$ cat config.mk
export PLATFORM = sky130hd
export DESIGN_NAME = tracklet_calc_div_36s_18s_18
export DESIGN_NICKNAME = d
export VERILOG_FILES = /design/src/rtl/tracklet_div_pkg.sv /design/src/rtl/tracklet_div_step.sv /design/src/rtl/tracklet_calc_div_36s_18s_18.sv
export SDC_FILE = /design/constraint.sdc
export NUM_CORES = 1
export LEC_CHECK = 0
export ABC_AREA = 1
export CAP_MARGIN = 20
export CORE_UTILIZATION = 60
export CTS_BUF_LIST = sky130_fd_sc_hd__clkbuf_4 sky130_fd_sc_hd__clkbuf_8
export CTS_CLUSTER_DIAMETER = 50
export CTS_CLUSTER_SIZE = 12
export DETAILED_ROUTE_END_ITERATION = 10
export PLACE_DENSITY = 0.93
export SETUP_SLACK_MARGIN = 0.3
export SYNTH_ARGS = -nofsm -noshare
export SYNTH_HDL_FRONTEND = slang
export SYNTH_SLANG_ARGS = --single-unit
$ cat constraint.sdc
create_clock -name ap_clk -period 2.6 [get_ports ap_clk]
set_input_delay 0.78 -clock ap_clk [delete_from_list [all_inputs] [get_ports ap_clk]]
set_output_delay 0.78 -clock ap_clk [all_outputs]
set_load 0.01 [all_outputs]
$ cat src/rtl/tracklet_div_pkg.sv
// Shared types and constants for the TrackletCalculator 36s/18s iterative divider.
// Holds the FSM state encoding, default widths, counter width and saturation bounds.
package tracklet_div_pkg;

    localparam int DEF_DIVIDEND_W = 36;
    localparam int DEF_DIVISOR_W  = 18;
    localparam int DEF_QUOT_W     = 18;

    localparam int CNT_W = $clog2(DEF_DIVIDEND_W);

    // Signed saturation bounds of the default quotient width
    localparam logic [DEF_QUOT_W-1:0] QMAX = {1'b0, {(DEF_QUOT_W-1){1'b1}}};
    localparam logic [DEF_QUOT_W-1:0] QMIN = {1'b1, {(DEF_QUOT_W-1){1'b0}}};

    typedef enum logic [1:0] {
        IDLE,
        CALC,
        FIX,
        DONE
    } state_t;

endpackage

$ cat src/rtl/tracklet_div_step.sv
// One restoring-division step: shift in the next dividend bit, trial-subtract the divisor.
// Ports: i_prem partial remainder, i_bit next dividend bit, i_dvs divisor magnitude,
//        o_prem next partial remainder, o_qbit quotient bit produced by this step.
module tracklet_div_step #(
    parameter int DIVISOR_W = 18
) (
    input  logic [DIVISOR_W:0]   i_prem,
    input  logic                 i_bit,
    input  logic [DIVISOR_W-1:0] i_dvs,
    output logic [DIVISOR_W:0]   o_prem,
    output logic                 o_qbit
);

    logic [DIVISOR_W+1:0] w_shift;
    logic [DIVISOR_W:0]   w_sub;

    assign w_shift = {i_prem, i_bit};

    // The true difference is always below the divisor, so a narrower
    // subtraction is exact whenever the trial succeeds.
    assign w_sub  = w_shift[DIVISOR_W:0] - {1'b0, i_dvs};
    assign o_qbit = (w_shift >= {2'b00, i_dvs});
    assign o_prem = o_qbit ? w_sub : w_shift[DIVISOR_W:0];

endmodule

$ cat src/rtl/tracklet_calc_div_36s_18s_18.sv
// Iterative signed divider (36s / 18s -> 18s quotient and remainder), ap_ctrl_hs handshake.
// Ports: ap_clk, ap_rst (sync, active-high), ap_start/ap_ready/ap_idle/ap_done handshake,
//        din0 dividend, din1 divisor, quot/rem results, div_by_zero and ovf flags.
module tracklet_calc_div_36s_18s_18
    import tracklet_div_pkg::*;
#(
    parameter int DIVIDEND_W = DEF_DIVIDEND_W,
    parameter int DIVISOR_W  = DEF_DIVISOR_W,
    parameter int QUOT_W     = DEF_QUOT_W
) (
    input  logic                  ap_clk,
    input  logic                  ap_rst,
    input  logic                  ap_start,
    output logic                  ap_ready,
    output logic                  ap_idle,
    output logic                  ap_done,
    input  logic [DIVIDEND_W-1:0] din0,
    input  logic [DIVISOR_W-1:0]  din1,
    output logic [QUOT_W-1:0]     quot,
    output logic [QUOT_W-1:0]     rem,
    output logic                  div_by_zero,
    output logic                  ovf
);

    localparam int L_CNT_W = $clog2(DIVIDEND_W);

    localparam logic [L_CNT_W-1:0] L_LAST = L_CNT_W'(DIVIDEND_W - 1);

    localparam logic [QUOT_W-1:0] L_QMAX = {1'b0, {(QUOT_W-1){1'b1}}};
    localparam logic [QUOT_W-1:0] L_QMIN = {1'b1, {(QUOT_W-1){1'b0}}};

    // Largest quotient magnitudes representable for each result sign
    localparam logic [DIVIDEND_W-1:0] L_POS_LIM =
        {{(DIVIDEND_W-QUOT_W+1){1'b0}}, {(QUOT_W-1){1'b1}}};
    localparam logic [DIVIDEND_W-1:0] L_NEG_LIM =
        {{(DIVIDEND_W-QUOT_W){1'b0}}, 1'b1, {(QUOT_W-1){1'b0}}};

    state_t                r_state;
    logic [L_CNT_W-1:0]    r_cnt;
    logic [DIVIDEND_W-1:0] r_dvd;
    logic [DIVISOR_W:0]    r_prem;
    logic [DIVISOR_W-1:0]  r_dvs;
    logic                  r_neg_n;
    logic                  r_neg_d;
    logic                  r_dz;
    logic [QUOT_W-1:0]     r_dvd_lo;
    logic [QUOT_W-1:0]     r_quot;
    logic [QUOT_W-1:0]     r_rem;
    logic                  r_dz_o;
    logic                  r_ovf;
    logic                  r_done;

    logic [DIVIDEND_W-1:0] w_dvd_mag;
    logic [DIVISOR_W-1:0]  w_dvs_mag;
    logic [DIVISOR_W:0]    w_prem_nxt;
    logic                  w_qbit;
    logic                  w_qneg;
    logic                  w_ovf;
    logic [QUOT_W-1:0]     w_qlow;
    logic [QUOT_W-1:0]     w_rlow;
    logic [QUOT_W-1:0]     w_quot_fix;
    logic [QUOT_W-1:0]     w_rem_fix;

    assign ap_idle     = (r_state == IDLE);
    assign ap_ready    = (r_state == IDLE) & ap_start & ~ap_rst;
    assign ap_done     = r_done;
    assign quot        = r_quot;
    assign rem         = r_rem;
    assign div_by_zero = r_dz_o;
    assign ovf         = r_ovf;

    // Unsigned magnitudes; the most negative values still fit unsigned
    assign w_dvd_mag = din0[DIVIDEND_W-1] ? (-din0) : din0;
    assign w_dvs_mag = din1[DIVISOR_W-1] ? (-din1) : din1;

    tracklet_div_step #(
        .DIVISOR_W (DIVISOR_W)
    ) u_step (
        .i_prem (r_prem),
        .i_bit  (r_dvd[DIVIDEND_W-1]),
        .i_dvs  (r_dvs),
        .o_prem (w_prem_nxt),
        .o_qbit (w_qbit)
    );

    // After CALC, r_dvd holds the quotient magnitude and r_prem the
    // remainder magnitude.
    assign w_qneg = r_neg_n ^ r_neg_d;
    assign w_ovf  = w_qneg ? (r_dvd > L_NEG_LIM) : (r_dvd > L_POS_LIM);
    assign w_qlow = r_dvd[QUOT_W-1:0];
    assign w_rlow = QUOT_W'(r_prem[DIVISOR_W-1:0]);

    always_comb begin
        w_quot_fix = w_qneg ? (-w_qlow) : w_qlow;
        w_rem_fix  = r_neg_n ? (-w_rlow) : w_rlow;
        if (r_dz) begin
            w_quot_fix = r_neg_n ? L_QMIN : L_QMAX;
            w_rem_fix  = r_dvd_lo;
        end else if (w_ovf) begin
            w_quot_fix = w_qneg ? L_QMIN : L_QMAX;
        end
    end

    always_ff @(posedge ap_clk) begin
        if (ap_rst) begin
            r_state  <= IDLE;
            r_cnt    <= '0;
            r_dvd    <= '0;
            r_prem   <= '0;
            r_dvs    <= '0;
            r_neg_n  <= 1'b0;
            r_neg_d  <= 1'b0;
            r_dz     <= 1'b0;
            r_dvd_lo <= '0;
            r_quot   <= '0;
            r_rem    <= '0;
            r_dz_o   <= 1'b0;
            r_ovf    <= 1'b0;
            r_done   <= 1'b0;
        end else begin
            r_done <= 1'b0;
            unique case (r_state)
                IDLE: begin
                    if (ap_start) begin
                        r_state  <= CALC;
                        r_cnt    <= '0;
                        r_dvd    <= w_dvd_mag;
                        r_prem   <= '0;
                        r_dvs    <= w_dvs_mag;
                        r_neg_n  <= din0[DIVIDEND_W-1];
                        r_neg_d  <= din1[DIVISOR_W-1];
                        r_dz     <= (din1 == '0);
                        r_dvd_lo <= din0[QUOT_W-1:0];
                    end
                end
                CALC: begin
                    // Dividend bits leave at the top, quotient bits enter at the bottom
                    r_dvd  <= {r_dvd[DIVIDEND_W-2:0], w_qbit};
                    r_prem <= w_prem_nxt;
                    if (r_cnt == L_LAST) begin
                        r_cnt   <= '0;
                        r_state <= FIX;
                    end else begin
                        r_cnt <= r_cnt + L_CNT_W'(1);
                    end
                end
                FIX: begin
                    r_quot  <= w_quot_fix;
                    r_rem   <= w_rem_fix;
                    r_dz_o  <= r_dz;
                    r_ovf   <= w_ovf & ~r_dz;
                    r_done  <= 1'b1;
                    r_state <= DONE;
                end
                DONE: begin
                    r_state <= IDLE;
                end
            endcase
        end
    end

endmodule

==> impl_metrics.tcl, run 1 <==
set metrics [dict create \
    synth_edf_count 0 \
    die_w_microns 128 \
    synthArstFlopShare_pct 0 \
    finClkSkew_ns 0.00927 \
    dp_hpwl_microns 21800 \
    clk_path_buf_depth 2 \
    crit_buf_inv 1 \
    drtAntennaViolNets 0 \
    critPathRequiredTime_ns 2.91 \
    p_per_area_nw_per_um2 1440 \
    cts_sinks 141 \
    vias_per_cell 5.76 \
    antenna_found_initial 0 \
    hp-class "reg2reg" \
    hold_viol_final 0 \
    crit_top_cell "nand2_1" \
    area_delta_synth_final_pct 21.5 \
    path_cells "clkdlybuf4s50_1 -> nor2_1 -> nand2_1 -> nor2_1 -> nand3_1 -> nand2_1 -> nand2_1 -> nand2_1 -> nand2_1 -> o21ai_0 -> a21oi_1" \
    maxCapViolations 0 \
    reg2reg_from "r_dvs[11]$_SDFFE_PP0P_" \
    r2r.worst_path.cells 13 \
    synth_top_family_by_area "simple AND/OR/NAND/NOR gates" \
    clk_pin_slew_ns 0.08 \
    core_area_sq_um 15400 \
    muxShareOfSynthArea_pct 0 \
    synthFlopType "dfxtp_1" \
    fin_crit_sh_pct 87.2 \
    place_congestion 1.00 \
    worst_ep_arrival_time_ns 2.57 \
    fmax_mhz 441 \
    worst_pin_slew_ns 0.954 \
    ios 98 \
    synth_area_leaders "dfxtp_1 (30%), nand2_1 (16%), nand3_1 (8.5%)" \
    cp_top_family "simple AND/OR/NAND/NOR gates" \
    syn_area_per_cell_sq_um 6.07 \
    leakagePower_nw 5.37 \
    cts_root_buf "clkbuf_8" \
    slew_headroom_pct 36.4 \
    rows 45 \
    vias 11000 \
    drtPass1Iterations 6 \
    final_nets 1777 \
    overflow 0 \
    power.total_mw 16.7 \
    yosysSeqAreaShare_pct 29.6 \
    yosysTopAreaCellShare_pct 29.6 \
    startpoint "din0[15]" \
    drc 0 \
    num-fill-cells 1241 \
    fin_ws_ns 0.334 \
    grt_pass1_vias 9608 \
    grt_pass1_wl_microns 46200 \
    syn_nets 1655 \
    ctsHtreeMaxLevel 4 \
    start_util_pct 62.0 \
    rsz0062_at_grt "false" \
    layout-drive-gt1-share_pct 9.27 \
    r2r-end "r_prem[15]$_SDFFE_PP0P_" \
    slowest_delay_ns 0.54 \
    drt_iter0_markers 1340 \
    crit_type "in2reg" \
    synth_simple_gate_area_share_pct 35.6 \
    cp_slowest_cell "clkdlybuf4s50_1" \
    final_util_pct 75.3 \
    cp_max_fo 3 \
    status "completed" \
    whs_ns 0.459 \
    wl_microns 29200 \
    start_kind "input pin" \
    drv_slew 0 \
    num_antenna_cells 0 \
    synth_xor_area_share_pct 3.31 \
    ir_drop_uv 870 \
    finalCriticalPeriod_ns 2.27 \
    tritoncts "built" \
    path_depth 11 \
    grt.total_usage_pct 35.6 \
    ys_seq_elements 141 \
    wire_per_inst_microns 15.2 \
    crit_end "r_dvd[33]$_SDFFE_PP0P_" \
    rrSetupSlack_ns 0.42 \
    dieArea_sq_um 16400 \
    cts_made_buffers 17 \
    finalSetupViolCount 0 \
    netlist-cell-type-count 45 \
    place_ws_ns -0.280 \
    holdPathStages 2 \
    die_h_microns 128 \
    netlist_instances 1571 \
    synth_fa_ha_area_share_pct 3.62 \
    clock_latency_ns 0.46 \
    synth-compound-area-share_pct 17.2 \
    grt_max_degree 87 \
    yosys.area.top_type "dfxtp_1" \
    cts_hold_buf 0 \
    port_buffers 97 \
    fin_setup_tns_ns 0 \
    worstSetupEndpointType "register" \
    syn_area_sq_um 9530 \
    ys_warn_count 0 \
]
==> routing by layer <==
| layer | global-route usage, % | up-vias | routed length (microns) | share of wire, % |
|---|---|---|---|---|
| li1 | - | 5339 | - | - |
| met1 | 49.2 | 5051 | 12500 | 43 |
| met2 | 56.6 | 578 | 13300 | 46 |
| met3 | 5.80 | 75 | 2680 | 9.2 |
| met4 | 11.7 | 0 | 757 | 2.6 |
| met5 | 0 | - | 0 | 0 |
==> layout by cell type (no fill, tap or decap), types with 5 or more instances in the layout <==
master	n
nor2_2	10
a31oi_1	13
nand3_2	6
clkdlybuf4s50_1	91
nand2_2	8
nor3_1	12
o21ai_0	107
a21oi_1	155
inv_2	8
nor2_1	166
dfxtp_1	140
nand3_1	158
o211ai_1	8
buf_4	70
nand2_1	410
ha_1	24
bufinv_16	5
clkbuf_8	19
xor2_1	28
xnor2_1	8
inv_1	179
nand4_1	13
==> Yosys cell counts (all sizes together), types with 26 or more instances <==
cell    instances
nand3         164
ha             26
nand2         421
xor2           28
dfxtp         141
a21oi         157
clkbuf         41
nor2          178
inv           188
o21ai         114
buf            27
==> registers in the layout (all words and copies together) (netlist names) <==
name,flops
r_dvd,36
r_prem,19
quot,18
r_dvd_lo,18
r_dvs,18
rem,18
r_cnt,6
r_state,2
ap_done,1
div_by_zero,1
ovf,1
r_dz,1
r_neg_d,1
r_neg_n,1
==> where the power goes <==
part,internal (mW),total (mW),switching [mW]
Clock,1.20,2.06,0.863
Sequential,2.84,3.44,0.597
Combinational,4.17,11.2,7.02
Total,8.21,16.7,8.48
==> worst min path at each step <==
stage                                    from                         to  slack [ns]
global placement    r_dvd_lo[17]$_SDFFE_PP0P_  r_dvd_lo[17]$_SDFFE_PP0P_        0.44
global route         r_dvd_lo[3]$_SDFFE_PP0P_   r_dvd_lo[3]$_SDFFE_PP0P_        0.47
CTS                  r_dvd_lo[4]$_SDFFE_PP0P_   r_dvd_lo[4]$_SDFFE_PP0P_        0.46
detailed placement   r_dvd_lo[3]$_SDFFE_PP0P_   r_dvd_lo[3]$_SDFFE_PP0P_        0.45
floorplan           r_dvd_lo[17]$_SDFFE_PP0P_  r_dvd_lo[17]$_SDFFE_PP0P_        0.42
finish               r_dvd_lo[4]$_SDFFE_PP0P_   r_dvd_lo[4]$_SDFFE_PP0P_        0.46
==> worst register-to-register path: stages, from the launching register on <==
cell and delay [ns]:
dfxtp_1 0.34, inv_1 0.08, ha_1 0.37, nand2_1 0.13, nor2_1 0.19, nand3_1 0.16
nor2_2 0.18, nor2_4 0.07, buf_4 0.20, nand3_1 0.10, nand2_1 0.05, inv_1 0.05
nand2_1 0.04, a21oi_1 0.13
==> kinds of logic after synthesis <==
kind of cell,count (synthesis)
buffers and inverters,256
and+or+nand+nor,806
xor gates and xnor gates,36
AOI/OAI and AO/OA,305
adders and majority gates,27
DFF,141
==> timing repair <==
item	CTS	global route
setup endpoints to repair	20	43
setup buffers	1	2
hold endpoints to repair	0	0
gates resized for setup	9	22
gates cloned	0	0
pin swaps	1	3
==> area by class of cell <==
cell class	instances	area, sq um	area share [%]
Sequential cell	141	2820	24.4
Clock inverter	11	190	1.64
Timing Repair Buffer	171	1560	13.5
Tap cell	211	264	2.28
Clock buffer	20	269	2.32
Inverter	188	708	6.11
Multi-Input combinational cell	1174	5760	49.8
==> stage by stage <==
step	area (sq um)	cells
after floorplan	9530	1571
after global placement	11000	1882
after detailed placement	11000	1882
after CTS	11500	1914
after global routing	11600	1916
final	11600	1916
Power figures use the tool's default switching activity.
==> run 2: changes to the inputs <==
--- a/config.mk
+++ b/config.mk
@@ -12,7 +12,7 @@
 export CTS_CLUSTER_DIAMETER = 50
 export CTS_CLUSTER_SIZE = 12
 export DETAILED_ROUTE_END_ITERATION = 10
-export PLACE_DENSITY = 0.93
+export PLACE_DENSITY_LB_ADDON = 0.3
 export SETUP_SLACK_MARGIN = 0.3
 export SYNTH_ARGS = -nofsm -noshare
 export SYNTH_HDL_FRONTEND = slang
==> impl_metrics.tcl, run 2 (same netlist as run 1, synthesis figures left out) <==
set metrics [dict create \
    status "completed" \
    whs_ns 0.455 \
    port_buffers 97 \
    clk_pin_slew_ns 0.08 \
    final_nets 1762 \
    largest_reg_flops 36 \
    start_util_pct 62.0 \
    die_h_microns 128 \
    ios 98 \
    grt_pass1_vias 9176 \
    leakagePower_nw 5.30 \
    cp_max_fo 2 \
    area_delta_synth_final_pct 19.7 \
    dp_hpwl_microns 20300 \
    num-fill-cells 1329 \
    fin_crit_sh_pct 85.8 \
    drc 0 \
    cp_top_family "buffers and inverters" \
    final_cell_mix "nand2_1 (412), inv_1 (180), nor2_1 (165)" \
    drv_slew 0 \
    path_cells "clkdlybuf4s50_1" \
    rows 45 \
    vias 10600 \
    overflow 0 \
    wire_per_inst_microns 14.4 \
    drtAntennaViolNets 0 \
    finalCriticalPeriod_ns 2.23 \
    finalSetupViolCount 0 \
    critPathRequiredTime_ns 1.82 \
    core_area_sq_um 15400 \
    antenna_found_initial 0 \
    worstSetupEndpointType "primary output" \
    grt_pass1_wl_microns 44200 \
    dieArea_sq_um 16400 \
    final_cells 1902 \
    die_w_microns 128 \
    largest_registers "r_dvd x36, r_prem x19" \
    maxCapViolations 0 \
    dp_cells 1869 \
    cts_sinks 141 \
    place_congestion 0.931 \
    ctsHtreeMaxLevel 4 \
    hold_viol_final 0 \
    rsz0062_at_grt "true" \
    clk_path_buf_depth 2 \
    cts_made_buffers 17 \
    worst_ep_arrival_time_ns 1.45 \
    slew_headroom_pct 58.0 \
    p_per_area_nw_per_um2 1390 \
    drtPass1Iterations 6 \
    ir_drop_uv 1110 \
    num_antenna_cells 0 \
    grt_max_degree 87 \
    slowest_delay_ns 0.58 \
    final_common_cell "nand2_1" \
    clock_latency_ns 0.46 \
    cp_slowest_cell "clkdlybuf4s50_1" \
    largest-register "r_dvd" \
    vias_per_cell 5.59 \
    layout-drive-gt1-share_pct 8.10 \
    tritoncts "built" \
    finClkSkew_ns 0.0158 \
    cts_root_buf "clkbuf_8" \
    grt.total_usage_pct 33.9 \
    wl_microns 27300 \
    start_kind "register" \
    drt_iter0_markers 1190 \
    worst_pin_slew_ns 0.629 \
    crit_type "reg2out" \
    crit_buf_inv 1 \
    fmax_mhz 448 \
    hp-class "reg2reg" \
]
-- run 2: cell count changes in the layout (fill, tap and decap cells not counted), moves of 2 or more --
cell,previous run,this run
dlymetal6s2s_1,2,4
buf_4,70,53
clkbuf_4,1,6
nand3_2,6,3
nand2_1,410,412
bufinv_16,5,2
nand3_1,158,161
-- run 2: metrics by stage --
step | TNS [ns] | total power, mW | util, % | setup WS, ns | cell area [sq um]
final | 0 | 15.8 | 74.2 | 0.370 | 11400
after global routing | 0 | 17.3 | 74.2 | 0.276 | 11400
after CTS | 0 | 15.4 | 73.8 | 0.152 | 11300
after detailed placement | -0.628 | 13.6 | 71.2 | -0.138 | 10900
after global placement | -0.133 | 13.4 | 71.2 | -0.133 | 10900
after floorplan | 0 | 11.1 | - | 0.374 | 9530
-- run 2: repair_timing --
action	4_1_cts	5_1_grt
pin swaps	0	5
gates resized for setup	4	20
endpoints found under the setup margin	2	34
hold buffers	0	0
setup buffers	0	1
-- run 2: power by group --
part / internal (mW) / switching, mW / total [mW]
sequential: 2.84 / 0.594 / 3.43
clock: 0.991 / 0.836 / 1.83
combinational: 3.88 / 6.66 / 10.5
-- run 2: layout make-up --
| class | instances | area [sq um] | area share [%] |
|---|---|---|---|
| Tap cell | 211 | 264 | 2.31 |
| Multi-Input combinational cell | 1174 | 5730 | 50.2 |
| Clock inverter | 6 | 83.8 | 0.735 |
| Clock buffer | 26 | 320 | 2.81 |
| Timing Repair Buffer | 156 | 1480 | 13.0 |
| Sequential cell | 141 | 2820 | 24.8 |
| Inverter | 188 | 708 | 6.21 |
-- run 2: path summary, 6_finish.rpt --
check                           startpoint                       end  slack [ns]  depth (start not counted)
hold / removal    r_dvd_lo[4]$_SDFFE_PP0P_  r_dvd_lo[4]$_SDFFE_PP0P_        0.45                          2
setup / recovery       rem[1]$_SDFFE_PP0P_                    rem[1]        0.37                          1
hold reg to reg   r_dvd_lo[4]$_SDFFE_PP0P_  r_dvd_lo[4]$_SDFFE_PP0P_        0.45                          2
setup reg to reg    r_dvd[35]$_SDFFE_PP0P_   r_prem[14]$_SDFFE_PP0P_        0.44                         13
-- run 2: worst register-to-register path, cell delays in order (launching register included) --
cell	delay, ns
dfxtp_1	0.33
inv_1	0.07
ha_1	0.21
fa_2	0.38
nand3b_1	0.17
nand2_1	0.12
nand2_1	0.10
nand3_2	0.11
nand2_4	0.06
nand2_2	0.07
buf_4	0.14
nand3_1	0.13
nand3_1	0.10
a21oi_1	0.06
-- run 2: metal layers --
| layer | wire [microns] | vias to the layer above | GRT usage [%] | share of wire [%] |
|---|---|---|---|---|
| li1 | - | 5310 | - | - |
| met3 | 2410 | 59 | 7.64 | 8.8 |
| met2 | 11900 | 465 | 52.0 | 44 |
| met5 | 0 | - | 0 | 0 |
| met1 | 12400 | 4793 | 47.5 | 45 |
| met4 | 606 | 0 | 10.2 | 2.2 |
==> run 3: changes to the inputs <==
--- a/config.mk
+++ b/config.mk
@@ -14,6 +14,7 @@
 export DETAILED_ROUTE_END_ITERATION = 10
 export PLACE_DENSITY_LB_ADDON = 0.3
 export SETUP_SLACK_MARGIN = 0.3
+export SLEW_MARGIN = 40
 export SYNTH_ARGS = -nofsm -noshare
 export SYNTH_HDL_FRONTEND = slang
 export SYNTH_SLANG_ARGS = --single-unit
==> results of run 3 <==
Same layout as run 2: the final DEF is identical, and so are final timing and power.
